--- src/rtl/ctrl_pipe_pkg.sv ---
`default_nettype none
// ============================================================================
// Module      : ctrl_pkg
// Description : Shared definitions for the control pipeline. Holds the bit
//               positions of the fields inside the ID control word, the ALUOp
//               encodings, the unpacked control struct and a helper that
//               builds that struct from the low byte of the control word.
// Revision    : 1.0 - initial release
// ============================================================================
package ctrl_pkg;

    // Bit positions inside the ID control word (only [7:0] carry meaning)
    localparam int CTRL_REGWRITE = 0;
    localparam int CTRL_MEMTOREG = 1;
    localparam int CTRL_MEMREAD  = 2;
    localparam int CTRL_MEMWRITE = 3;
    localparam int CTRL_ALUOP_LO = 4;
    localparam int CTRL_ALUOP_HI = 5;
    localparam int CTRL_ALUSRC   = 6;
    localparam int CTRL_REGDST   = 7;

    // ALUOp encodings; this block carries them through without decoding
    localparam logic [1:0] ALUOP_RTYPE = 2'b00;
    localparam logic [1:0] ALUOP_ADD   = 2'b01;
    localparam logic [1:0] ALUOP_OR    = 2'b10;
    localparam logic [1:0] ALUOP_SUB   = 2'b11;

    // Field order mirrors the control-word bit order, MSB first
    typedef struct packed {
        logic       regdst;
        logic       alusrc;
        logic [1:0] aluop;
        logic       memwrite;
        logic       memread;
        logic       memtoreg;
        logic       regwrite;
    } ctrl_t;

    localparam int CTRL_T_W = $bits(ctrl_t);

    function automatic ctrl_t unpack_ctrl(input logic [7:0] word);
        ctrl_t c;
        c.regdst   = word[CTRL_REGDST];
        c.alusrc   = word[CTRL_ALUSRC];
        c.aluop    = word[CTRL_ALUOP_HI:CTRL_ALUOP_LO];
        c.memwrite = word[CTRL_MEMWRITE];
        c.memread  = word[CTRL_MEMREAD];
        c.memtoreg = word[CTRL_MEMTOREG];
        c.regwrite = word[CTRL_REGWRITE];
        return c;
    endfunction

endpackage
`default_nettype wire

--- src/rtl/ctrl_pipe_if.sv ---
`default_nettype none
// ============================================================================
// Module      : ctrl_pipe_if
// Description : Bundle of the ID-side inputs and the EX/MEM/WB-side control
//               outputs of ctrl_pipe.
//               master : the surrounding core (drives ID inputs, reads ctrl)
//               slave  : ctrl_pipe itself
// Revision    : 1.0 - initial release
// ============================================================================
interface ctrl_pipe_if #(
    parameter int CTRL_W = 32,
    parameter int REG_AW = 5
);
    // ID-side inputs
    logic [CTRL_W-1:0] ctrl_i;
    logic [REG_AW-1:0] id_rs_i;
    logic [REG_AW-1:0] id_rt_i;
    logic [REG_AW-1:0] id_rd_i;
    logic              flush_i;
    logic              hold_i;

    // Stage control outputs
    logic              ex_regdst_o;
    logic              ex_alusrc_o;
    logic [1:0]        ex_aluop_o;
    logic [REG_AW-1:0] ex_dst_o;
    logic              mem_write_o;
    logic              mem_read_o;
    logic [REG_AW-1:0] mem_dst_o;
    logic              mem_regwrite_o;
    logic              wb_memtoreg_o;
    logic              wb_regwrite_o;
    logic [REG_AW-1:0] wb_dst_o;
    logic              hazard_stall_o;

    modport master (
        output ctrl_i, id_rs_i, id_rt_i, id_rd_i, flush_i, hold_i,
        input  ex_regdst_o, ex_alusrc_o, ex_aluop_o, ex_dst_o,
               mem_write_o, mem_read_o, mem_dst_o, mem_regwrite_o,
               wb_memtoreg_o, wb_regwrite_o, wb_dst_o, hazard_stall_o
    );

    modport slave (
        input  ctrl_i, id_rs_i, id_rt_i, id_rd_i, flush_i, hold_i,
        output ex_regdst_o, ex_alusrc_o, ex_aluop_o, ex_dst_o,
               mem_write_o, mem_read_o, mem_dst_o, mem_regwrite_o,
               wb_memtoreg_o, wb_regwrite_o, wb_dst_o, hazard_stall_o
    );
endinterface
`default_nettype wire

--- src/rtl/ctrl_pipe_stage_reg.sv ---
`default_nettype none
// ============================================================================
// Module      : ctrl_stage_reg
// Description : Generic pipeline stage register.
//               clk_i/rst_i : clock, synchronous active-high clear
//               hold_i      : keep current contents (beats bubble_i)
//               bubble_i    : load all zeros instead of d_i
//               d_i / q_o   : next-stage data in / registered data out
// Revision    : 1.0 - initial release
// ============================================================================
module ctrl_stage_reg #(
    parameter int WIDTH = 8
) (
    input  wire logic             clk_i,
    input  wire logic             rst_i,
    input  wire logic             hold_i,
    input  wire logic             bubble_i,
    input  wire logic [WIDTH-1:0] d_i,
    output logic      [WIDTH-1:0] q_o
);

    logic [WIDTH-1:0] data_d;
    logic [WIDTH-1:0] data_q;

    always_comb begin
        data_d = data_q;
        if (!hold_i) begin
            data_d = bubble_i ? '0 : d_i;
        end
    end

    always_ff @(posedge clk_i) begin
        if (rst_i) begin
            data_q <= '0;
        end else begin
            data_q <= data_d;
        end
    end

    assign q_o = data_q;

endmodule
`default_nettype wire

--- src/rtl/ctrl_pipe.sv ---
`default_nettype none
// ============================================================================
// Module      : ctrl_pipe
// Description : Carries the decoded ID control word through the ID/EX,
//               EX/MEM and MEM/WB registers together with the destination
//               register, detects load-use hazards and inserts bubbles for
//               hazards and branch flushes.
//               clk_i, rst_i : clock, synchronous active-high reset
//               bus (slave)  : ID inputs and EX/MEM/WB control outputs
//               Optional build macro CTRL_PIPE_PERF_EN adds stall_cnt_o and
//               flush_cnt_o event counters.
// Revision    : 1.0 - initial release
// ============================================================================
module ctrl_pipe
    import ctrl_pkg::*;
#(
    parameter int CTRL_W = 32,
    parameter int REG_AW = 5
) (
    input  wire logic   clk_i,
    input  wire logic   rst_i,
    ctrl_pipe_if.slave  bus
`ifdef CTRL_PIPE_PERF_EN
    ,
    output logic [31:0] stall_cnt_o,
    output logic [31:0] flush_cnt_o
`endif
);

    localparam int c_IDEX_W  = CTRL_T_W + 2 * REG_AW;
    localparam int c_EXMEM_W = 4 + REG_AW;
    localparam int c_MEMWB_W = 2 + REG_AW;

    // Upper control-word bits carry no meaning for this block
    logic w_unused_ctrl_hi;
    assign w_unused_ctrl_hi = ^bus.ctrl_i[CTRL_W-1:8];

    // ------------------------------------------------------------------
    // ID/EX
    // ------------------------------------------------------------------
    ctrl_t               w_id_ctrl;
    logic [c_IDEX_W-1:0] idex_d;
    logic [c_IDEX_W-1:0] idex_q;
    ctrl_t               w_ex_ctrl;
    logic [REG_AW-1:0]   w_ex_rt;
    logic [REG_AW-1:0]   w_ex_rd;
    logic [REG_AW-1:0]   w_ex_dst;
    logic                w_hazard;
    logic                w_bubble;

    always_comb begin
        w_id_ctrl = unpack_ctrl(bus.ctrl_i[7:0]);
        idex_d    = {w_id_ctrl, bus.id_rt_i, bus.id_rd_i};
    end

    assign w_ex_ctrl = ctrl_t'(idex_q[c_IDEX_W-1 -: CTRL_T_W]);
    assign w_ex_rt   = idex_q[2*REG_AW-1 -: REG_AW];
    assign w_ex_rd   = idex_q[REG_AW-1:0];
    assign w_ex_dst  = w_ex_ctrl.regdst ? w_ex_rd : w_ex_rt;

    // rt is compared for every opcode on purpose: a spurious stall is cheap,
    // a missed one is a wrong result. Register 0 is never a real producer.
    assign w_hazard = w_ex_ctrl.memread && (w_ex_dst != '0) &&
                      ((w_ex_dst == bus.id_rs_i) || (w_ex_dst == bus.id_rt_i));

    // Flush and hazard together still produce exactly one bubble
    assign w_bubble = bus.flush_i || w_hazard;

    ctrl_stage_reg #(.WIDTH(c_IDEX_W)) u_idex (
        .clk_i    (clk_i),
        .rst_i    (rst_i),
        .hold_i   (bus.hold_i),
        .bubble_i (w_bubble),
        .d_i      (idex_d),
        .q_o      (idex_q)
    );

    // ------------------------------------------------------------------
    // EX/MEM : {memwrite, memread, memtoreg, regwrite, dst}
    // ------------------------------------------------------------------
    logic [c_EXMEM_W-1:0] exmem_d;
    logic [c_EXMEM_W-1:0] exmem_q;

    always_comb begin
        exmem_d = {w_ex_ctrl.memwrite, w_ex_ctrl.memread,
                   w_ex_ctrl.memtoreg, w_ex_ctrl.regwrite, w_ex_dst};
    end

    ctrl_stage_reg #(.WIDTH(c_EXMEM_W)) u_exmem (
        .clk_i    (clk_i),
        .rst_i    (rst_i),
        .hold_i   (bus.hold_i),
        .bubble_i (1'b0),
        .d_i      (exmem_d),
        .q_o      (exmem_q)
    );

    // ------------------------------------------------------------------
    // MEM/WB : {memtoreg, regwrite, dst}
    // ------------------------------------------------------------------
    logic [c_MEMWB_W-1:0] memwb_d;
    logic [c_MEMWB_W-1:0] memwb_q;

    always_comb begin
        memwb_d = exmem_q[REG_AW+1:0];
    end

    ctrl_stage_reg #(.WIDTH(c_MEMWB_W)) u_memwb (
        .clk_i    (clk_i),
        .rst_i    (rst_i),
        .hold_i   (bus.hold_i),
        .bubble_i (1'b0),
        .d_i      (memwb_d),
        .q_o      (memwb_q)
    );

    // ------------------------------------------------------------------
    // Outputs
    // ------------------------------------------------------------------
    assign bus.ex_regdst_o    = w_ex_ctrl.regdst;
    assign bus.ex_alusrc_o    = w_ex_ctrl.alusrc;
    assign bus.ex_aluop_o     = w_ex_ctrl.aluop;
    assign bus.ex_dst_o       = w_ex_dst;
    assign bus.mem_write_o    = exmem_q[REG_AW+3];
    assign bus.mem_read_o     = exmem_q[REG_AW+2];
    assign bus.mem_regwrite_o = exmem_q[REG_AW];
    assign bus.mem_dst_o      = exmem_q[REG_AW-1:0];
    assign bus.wb_memtoreg_o  = memwb_q[REG_AW+1];
    assign bus.wb_regwrite_o  = memwb_q[REG_AW];
    assign bus.wb_dst_o       = memwb_q[REG_AW-1:0];
    assign bus.hazard_stall_o = w_hazard;

`ifdef CTRL_PIPE_PERF_EN
    // ------------------------------------------------------------------
    // Bubble-cause counters; both count when both causes coincide
    // ------------------------------------------------------------------
    logic [31:0] stall_cnt_d;
    logic [31:0] stall_cnt_q;
    logic [31:0] flush_cnt_d;
    logic [31:0] flush_cnt_q;

    always_comb begin
        stall_cnt_d = stall_cnt_q;
        flush_cnt_d = flush_cnt_q;
        if (!bus.hold_i) begin
            if (w_hazard) begin
                stall_cnt_d = stall_cnt_q + 32'd1;
            end
            if (bus.flush_i) begin
                flush_cnt_d = flush_cnt_q + 32'd1;
            end
        end
    end

    always_ff @(posedge clk_i) begin
        if (rst_i) begin
            stall_cnt_q <= '0;
            flush_cnt_q <= '0;
        end else begin
            stall_cnt_q <= stall_cnt_d;
            flush_cnt_q <= flush_cnt_d;
        end
    end

    assign stall_cnt_o = stall_cnt_q;
    assign flush_cnt_o = flush_cnt_q;
`endif

endmodule
`default_nettype wire
--- src/flat_wrapper.sv ---
// flat-port wrapper written by rule: the top's interface ports become plain ports
module ctrl_pipe_flat import ctrl_pkg::*;
#(
    parameter int CTRL_W = 32,
    parameter int REG_AW = 5
)
  (clk_i, rst_i, bus_ctrl_i, bus_id_rs_i, bus_id_rt_i, bus_id_rd_i, bus_flush_i, bus_hold_i, bus_ex_regdst_o, bus_ex_alusrc_o, bus_ex_aluop_o, bus_ex_dst_o, bus_mem_write_o, bus_mem_read_o, bus_mem_dst_o, bus_mem_regwrite_o, bus_wb_memtoreg_o, bus_wb_regwrite_o, bus_wb_dst_o, bus_hazard_stall_o);
  ctrl_pipe_if #(.CTRL_W(CTRL_W), .REG_AW(REG_AW)) bus_i ();
  input  wire logic clk_i;
  input  wire logic rst_i;
  input wire logic [$bits(bus_i.ctrl_i)-1:0] bus_ctrl_i;
  input wire logic [$bits(bus_i.id_rs_i)-1:0] bus_id_rs_i;
  input wire logic [$bits(bus_i.id_rt_i)-1:0] bus_id_rt_i;
  input wire logic [$bits(bus_i.id_rd_i)-1:0] bus_id_rd_i;
  input wire logic [$bits(bus_i.flush_i)-1:0] bus_flush_i;
  input wire logic [$bits(bus_i.hold_i)-1:0] bus_hold_i;
  output wire logic [$bits(bus_i.ex_regdst_o)-1:0] bus_ex_regdst_o;
  output wire logic [$bits(bus_i.ex_alusrc_o)-1:0] bus_ex_alusrc_o;
  output wire logic [$bits(bus_i.ex_aluop_o)-1:0] bus_ex_aluop_o;
  output wire logic [$bits(bus_i.ex_dst_o)-1:0] bus_ex_dst_o;
  output wire logic [$bits(bus_i.mem_write_o)-1:0] bus_mem_write_o;
  output wire logic [$bits(bus_i.mem_read_o)-1:0] bus_mem_read_o;
  output wire logic [$bits(bus_i.mem_dst_o)-1:0] bus_mem_dst_o;
  output wire logic [$bits(bus_i.mem_regwrite_o)-1:0] bus_mem_regwrite_o;
  output wire logic [$bits(bus_i.wb_memtoreg_o)-1:0] bus_wb_memtoreg_o;
  output wire logic [$bits(bus_i.wb_regwrite_o)-1:0] bus_wb_regwrite_o;
  output wire logic [$bits(bus_i.wb_dst_o)-1:0] bus_wb_dst_o;
  output wire logic [$bits(bus_i.hazard_stall_o)-1:0] bus_hazard_stall_o;
  assign bus_i.ctrl_i = bus_ctrl_i;
  assign bus_i.id_rs_i = bus_id_rs_i;
  assign bus_i.id_rt_i = bus_id_rt_i;
  assign bus_i.id_rd_i = bus_id_rd_i;
  assign bus_i.flush_i = bus_flush_i;
  assign bus_i.hold_i = bus_hold_i;
  assign bus_ex_regdst_o = bus_i.ex_regdst_o;
  assign bus_ex_alusrc_o = bus_i.ex_alusrc_o;
  assign bus_ex_aluop_o = bus_i.ex_aluop_o;
  assign bus_ex_dst_o = bus_i.ex_dst_o;
  assign bus_mem_write_o = bus_i.mem_write_o;
  assign bus_mem_read_o = bus_i.mem_read_o;
  assign bus_mem_dst_o = bus_i.mem_dst_o;
  assign bus_mem_regwrite_o = bus_i.mem_regwrite_o;
  assign bus_wb_memtoreg_o = bus_i.wb_memtoreg_o;
  assign bus_wb_regwrite_o = bus_i.wb_regwrite_o;
  assign bus_wb_dst_o = bus_i.wb_dst_o;
  assign bus_hazard_stall_o = bus_i.hazard_stall_o;
  ctrl_pipe #(.CTRL_W(CTRL_W), .REG_AW(REG_AW)) u_core (.clk_i(clk_i), .rst_i(rst_i), .bus(bus_i));
endmodule
--- config.mk ---
export PLATFORM = sky130hd
export DESIGN_NAME = ctrl_pipe_flat
export DESIGN_NICKNAME = d
export VERILOG_FILES = /design/src/rtl/ctrl_pipe_pkg.sv /design/src/rtl/ctrl_pipe_if.sv /design/src/rtl/ctrl_pipe_stage_reg.sv /design/src/rtl/ctrl_pipe.sv /design/src/flat_wrapper.sv
export SDC_FILE = /design/constraint.sdc
export NUM_CORES = 1
export LEC_CHECK = 0
export ABC_CLOCK_PERIOD_IN_PS = 4800
export CAP_MARGIN = 30
export CELL_PAD_IN_SITES_DETAIL_PLACEMENT = 1
export CELL_PAD_IN_SITES_GLOBAL_PLACEMENT = 1
export CORE_UTILIZATION = 31
export CTS_CLUSTER_DIAMETER = 150
export DETAILED_ROUTE_END_ITERATION = 10
export PLACE_DENSITY_LB_ADDON = 0.08
export SLEW_MARGIN = 0
export SYNTH_ARGS = -nofsm -noshare
export SYNTH_HDL_FRONTEND = slang
export SYNTH_SLANG_ARGS = --single-unit
--- constraint.sdc ---
create_clock -name clk_i -period 4.8 [get_ports clk_i]
set_input_delay 1.44 -clock clk_i [delete_from_list [all_inputs] [get_ports clk_i]]
set_output_delay 1.44 -clock clk_i [all_outputs]
set_load 0.05 [all_outputs]
## Word level (Yosys, flattened, before mapping)

Cells that the tools add are included.

- Bits in registers: 34
- Input port bits: 51
- Output and inout port bits: 25
- Word-level logic and storage cells: 12

- Equal/unequal tests: 2
- Muxes and demuxes: 2
- Reductions and logical operators: 5

Operators with widths:

| operator | count |
|---|---|
| 2-to-1 mux 18 bit | 1 |
| == test 5 bit | 2 |
| 2-to-1 mux 5 bit | 1 |
| nonzero test 5 bit | 1 |
| logical AND 1 bit | 2 |
| logical OR 1 bit | 2 |

## Logic depth before layout (Yosys ltp)

- Depth in word-level cells: 6
- Depth in mapped cells: 8
- Mapped depth without buffers: 6

## Modules after synthesis

A second synthesis with hierarchy kept.

- Cell total of the unflattened synthesis: 182
- Area total of the unflattened synthesis: 1657.8 sq um

Modules (own cells, without submodules):

| module | times used | cells an instance | area each (sq um) | sequential area each (sq um) |
|---|---|---|---|---|
| ctrl_stage_reg at u_core.u_idex | 1 | 80 | 782.0 | 360.3 |
| ctrl_stage_reg at u_core.u_exmem | 1 | 40 | 360.3 | 180.2 |
| ctrl_stage_reg at u_core.u_memwb | 1 | 32 | 281.5 | 140.1 |
| ctrl_pipe | 1 | 30 | 234.0 | 0.0 |

## Worst setup path before layout

No wires, ideal clock.

- Path type: input -> output
- Start: input bus_id_rs_i[3]
- End: output bus_hazard_stall_o
- Data arrival time: 2.329 ns
- Required time: 3.360 ns
- Slack: 1.031 ns
- Stages on the path: 5
- Path buffers: 1
- Cell sequence: xnor2_1 > nor3_2 > nand3_2 > a21oi_4 > buf_12

- Word-level cells in the longest chain between the ends: 3

Ends and longest elaborated chain:

| what | RTL line | source |
|---|---|---|
| start, declared | flat_wrapper.sv:12 | `input wire logic [$bits(bus_i.id_rs_i)-1:0] bus_id_rs_i;` |
| == test 5 bit | ctrl_pipe.sv:64 | `((w_ex_dst == bus.id_rs_i) \|\| (w_ex_dst == bus.id_rt_i));` |
| logical OR 1 bit | ctrl_pipe.sv:64 |  |
| logical AND 1 bit | ctrl_pipe.sv:63 | `assign w_hazard = w_ex_ctrl.memread && (w_ex_dst != '0) &&` |
| end, declared | flat_wrapper.sv:28 | `output wire logic [$bits(bus_i.hazard_stall_o)-1:0] bus_hazard_stall_o;` |

No other way between the ends.

## Worst setup path in the final report

- Start: input bus_id_rt_i[4]
- End: output bus_hazard_stall_o

- Word-level cells in the longest chain between the ends: 3

Ends and longest elaborated chain:

| what | RTL line | source |
|---|---|---|
| start, declared | flat_wrapper.sv:13 | `input wire logic [$bits(bus_i.id_rt_i)-1:0] bus_id_rt_i;` |
| == test 5 bit | ctrl_pipe.sv:64 |  |
| logical OR 1 bit | ctrl_pipe.sv:64 |  |
| logical AND 1 bit | ctrl_pipe.sv:63 |  |

No other way between the ends.

==> impl_results.md <==
* Final setup fails at 0
* FMAX at 238 MHz
* Cells after synthesis at 170
* Cell Area, Synth at 1550 sq um
* Antenna Nets Post-Route at 0
* Setup TNS at 0 ns
* Static leakage at 0.841 nW
* Syn. warnings at 0
* Gpl congestion at 0.693
* Pin count of the biggest net entering global routing at 24
* Post-DP HPWL at 2690 um
* Max-slew violation count at 0
* First-pass iteration count of the detailed router at 3
* Max-cap viol count at 0
* Remaining global-route overflow at 0
* WHS at 0.447 ns
* Hold Fails Final Rpt at 0
* Final Non-Filler Cells at 285
* Worst setup EP type: output pin
* Post-CTS Setup Bufs at 0
* # H-tree levels at 2
* I/O Pins at 76
* Syn nets at 221
* Utilization after layout at 0.463
* Die height at 72.7 um
* Fill cells at 548
* Routed len/inst at 12.8 um
* Share of cells above drive strength 1 at 0.147
* Worst hold path class: reg -> reg
* Crit path time final at 4.20 ns
* Crit-path max FO at 2
* First-pass GRT wire length at 6010 um
* Drt initial violations at 29
* Clock sinks at 34
* Placed Area at 2090 sq um
* Netlist cell types at 23
* Dpl ws at 0.602 ns
* Slowest CP cell: clkdlybuf4s50_1
* Total CTS buffers at 5
* VDD IR max at 0.000173 V
* Post_cts resized at 0
* Final Cycle Share at 0.875
* CP Launch Type: input pin
* Routed WL at 3650 um
* Area leader, netlist: dfxtp_1
* Avg Inst Size Synth at 9.13 sq um
* DRC at 0
* Worst-Skew Late Latency at 0.28 ns
* Crit Path Category: in -> out
* Synth top area share at 0.439
* Total Power Consumption at 636 uW
* #FFs+latches synth at 34
* PortBufs at 51
* Hold_buf cts at 0
* Top cell family by delay on the critical path: buffers and inverters
* CP cell instances: clkdlybuf4s50_1, xnor2_1, nor3_1, nand3_1, a21oi_4, buf_12
* Clk slew on worst S/H paths at 0.07 ns
* Initial antenna violation count at 0
* Worst-margin pin slew at 0.689 ns
* CTS tree: built
* Post-route cell area at 2200 sq um
* Worst EP arrival at 2.76 ns
* Dpl cells at 277
* Initial Util at 0.326
* Via count at 1,259
* Crit-path max cell delay at 0.45 ns
* Root buf cell: clkbuf_8
* Die ar. at 5290 sq um
* Worst Path Required at 3.36 ns
* Area delta synth->final at 41.9%
* Vias in the first global route at 1,334
* Synth area leaders: dfxtp_1, nand2_1, mux2i_4
* Relative slew slack at 0.540
* Nets@finish at 268
* Final setup margin at 0.599 ns
* Core Region at 4750 sq um
* Die extent in x at 72.7 um
* Final clock skew at 0.00357 ns
* Drt via density at 4.42
* Antenna diode count at 0
* Bufs and invs on worst path at 2
* FP Rows at 25
* Outcome: complete, no violations
* Register area share after synthesis at 0.439
* Total GRT Usage at 0.153
* CTS max path bufs at 2
* PD cells at 289 nW/um^2
* Unrepaired setup endpoints after global routing: false
-- cell families (layout without fill, tap and decap cells) --
family                    Yosys count  after routing  share of synthesized area
DFF                                34             34                      0.439
buffers and inverters              21             69                     0.0831
AOI/OAI and AO/OA                  25             25                      0.110
and+or+nand+nor                    64             64                      0.169
xor gates and xnor gates           10             10                     0.0564
muxes                              16             16                      0.144
-- worst min-delay path, cell delays in order (launching register included) --
cell	delay, ns
dfxtp_1	0.31
nand2_1	0.05
o21ai_1	0.05
-- cell usage after synthesis --
cell type	instances
a21oi_1	5
a21oi_4	1
buf_1	2
buf_12	1
buf_4	7
buf_6	1
clkbuf_1	5
dfxtp_1	34
inv_1	5
mux2i_1	11
mux2i_4	5
nand2_1	36
nand3_1	1
nand3_2	1
nand4_1	1
nor2_1	21
nor2b_1	1
nor3_1	2
nor3_2	1
o21ai_1	10
o21ai_2	9
xnor2_1	6
xor2_1	4
-- state kept, by name (all words and copies together), names as in the netlist --
register / flops
u_core.u_idex.q_o: 18
u_core.u_exmem.q_o: 9
u_core.u_memwb.q_o: 7
-- layer usage --
layer  wire length (um)  global-route usage  vias up
met5                  0                   0        -
li1                   -                   -      639
met2               1820               0.271       33
met1               1550               0.159      581
met3                221              0.0622        6
met4                 57              0.0675        0
-- report_power, final --
group,internal [mW],switching (mW),leakage (nW)
sequential,0.290,0.00778,0.276
combinational,0.0461,0.0489,0.508
clock,0.145,0.0984,0.0575
total,0.481,0.155,0.841
-- worst paths after layout --
| check | start | end | slack [ns] | cells past startpoint |
|---|---|---|---|---|
| setup / recovery | bus_id_rt_i[4] | bus_hazard_stall_o | 0.60 | 6 |
| hold / removal | u_core.u_idex.q_o[16] | u_core.u_idex.q_o[16] | 0.45 | 2 |
| setup reg to reg | u_core.u_idex.q_o[17] | u_core.u_idex.q_o[17] | 2.40 | 7 |
| hold reg to reg | u_core.u_idex.q_o[16] | u_core.u_idex.q_o[16] | 0.45 | 2 |
-- cell type report --
class / instances / area [sq um] / area share
clock buffer: 8 / 110 / 0.0500
inverter: 5 / 18.8 / 0.00852
sequential: 34 / 681 / 0.309
tap: 67 / 83.8 / 0.0381
multi-input combinational: 115 / 747 / 0.339
timing repair buffer: 56 / 562 / 0.255
-- layout by cell type, fill, tap and decap left out, drive strengths merged, types with 2 or more instances in the layout --
cell,count
o21ai,19
clkbuf,8
nand2,36
nand3,2
nor2,21
mux2i,16
a21oi,6
xnor2,6
clkdlybuf4s50,50
inv,5
nor3,3
buf,6
xor2,4
dfxtp,34
(Power assumes the default switching activity.)
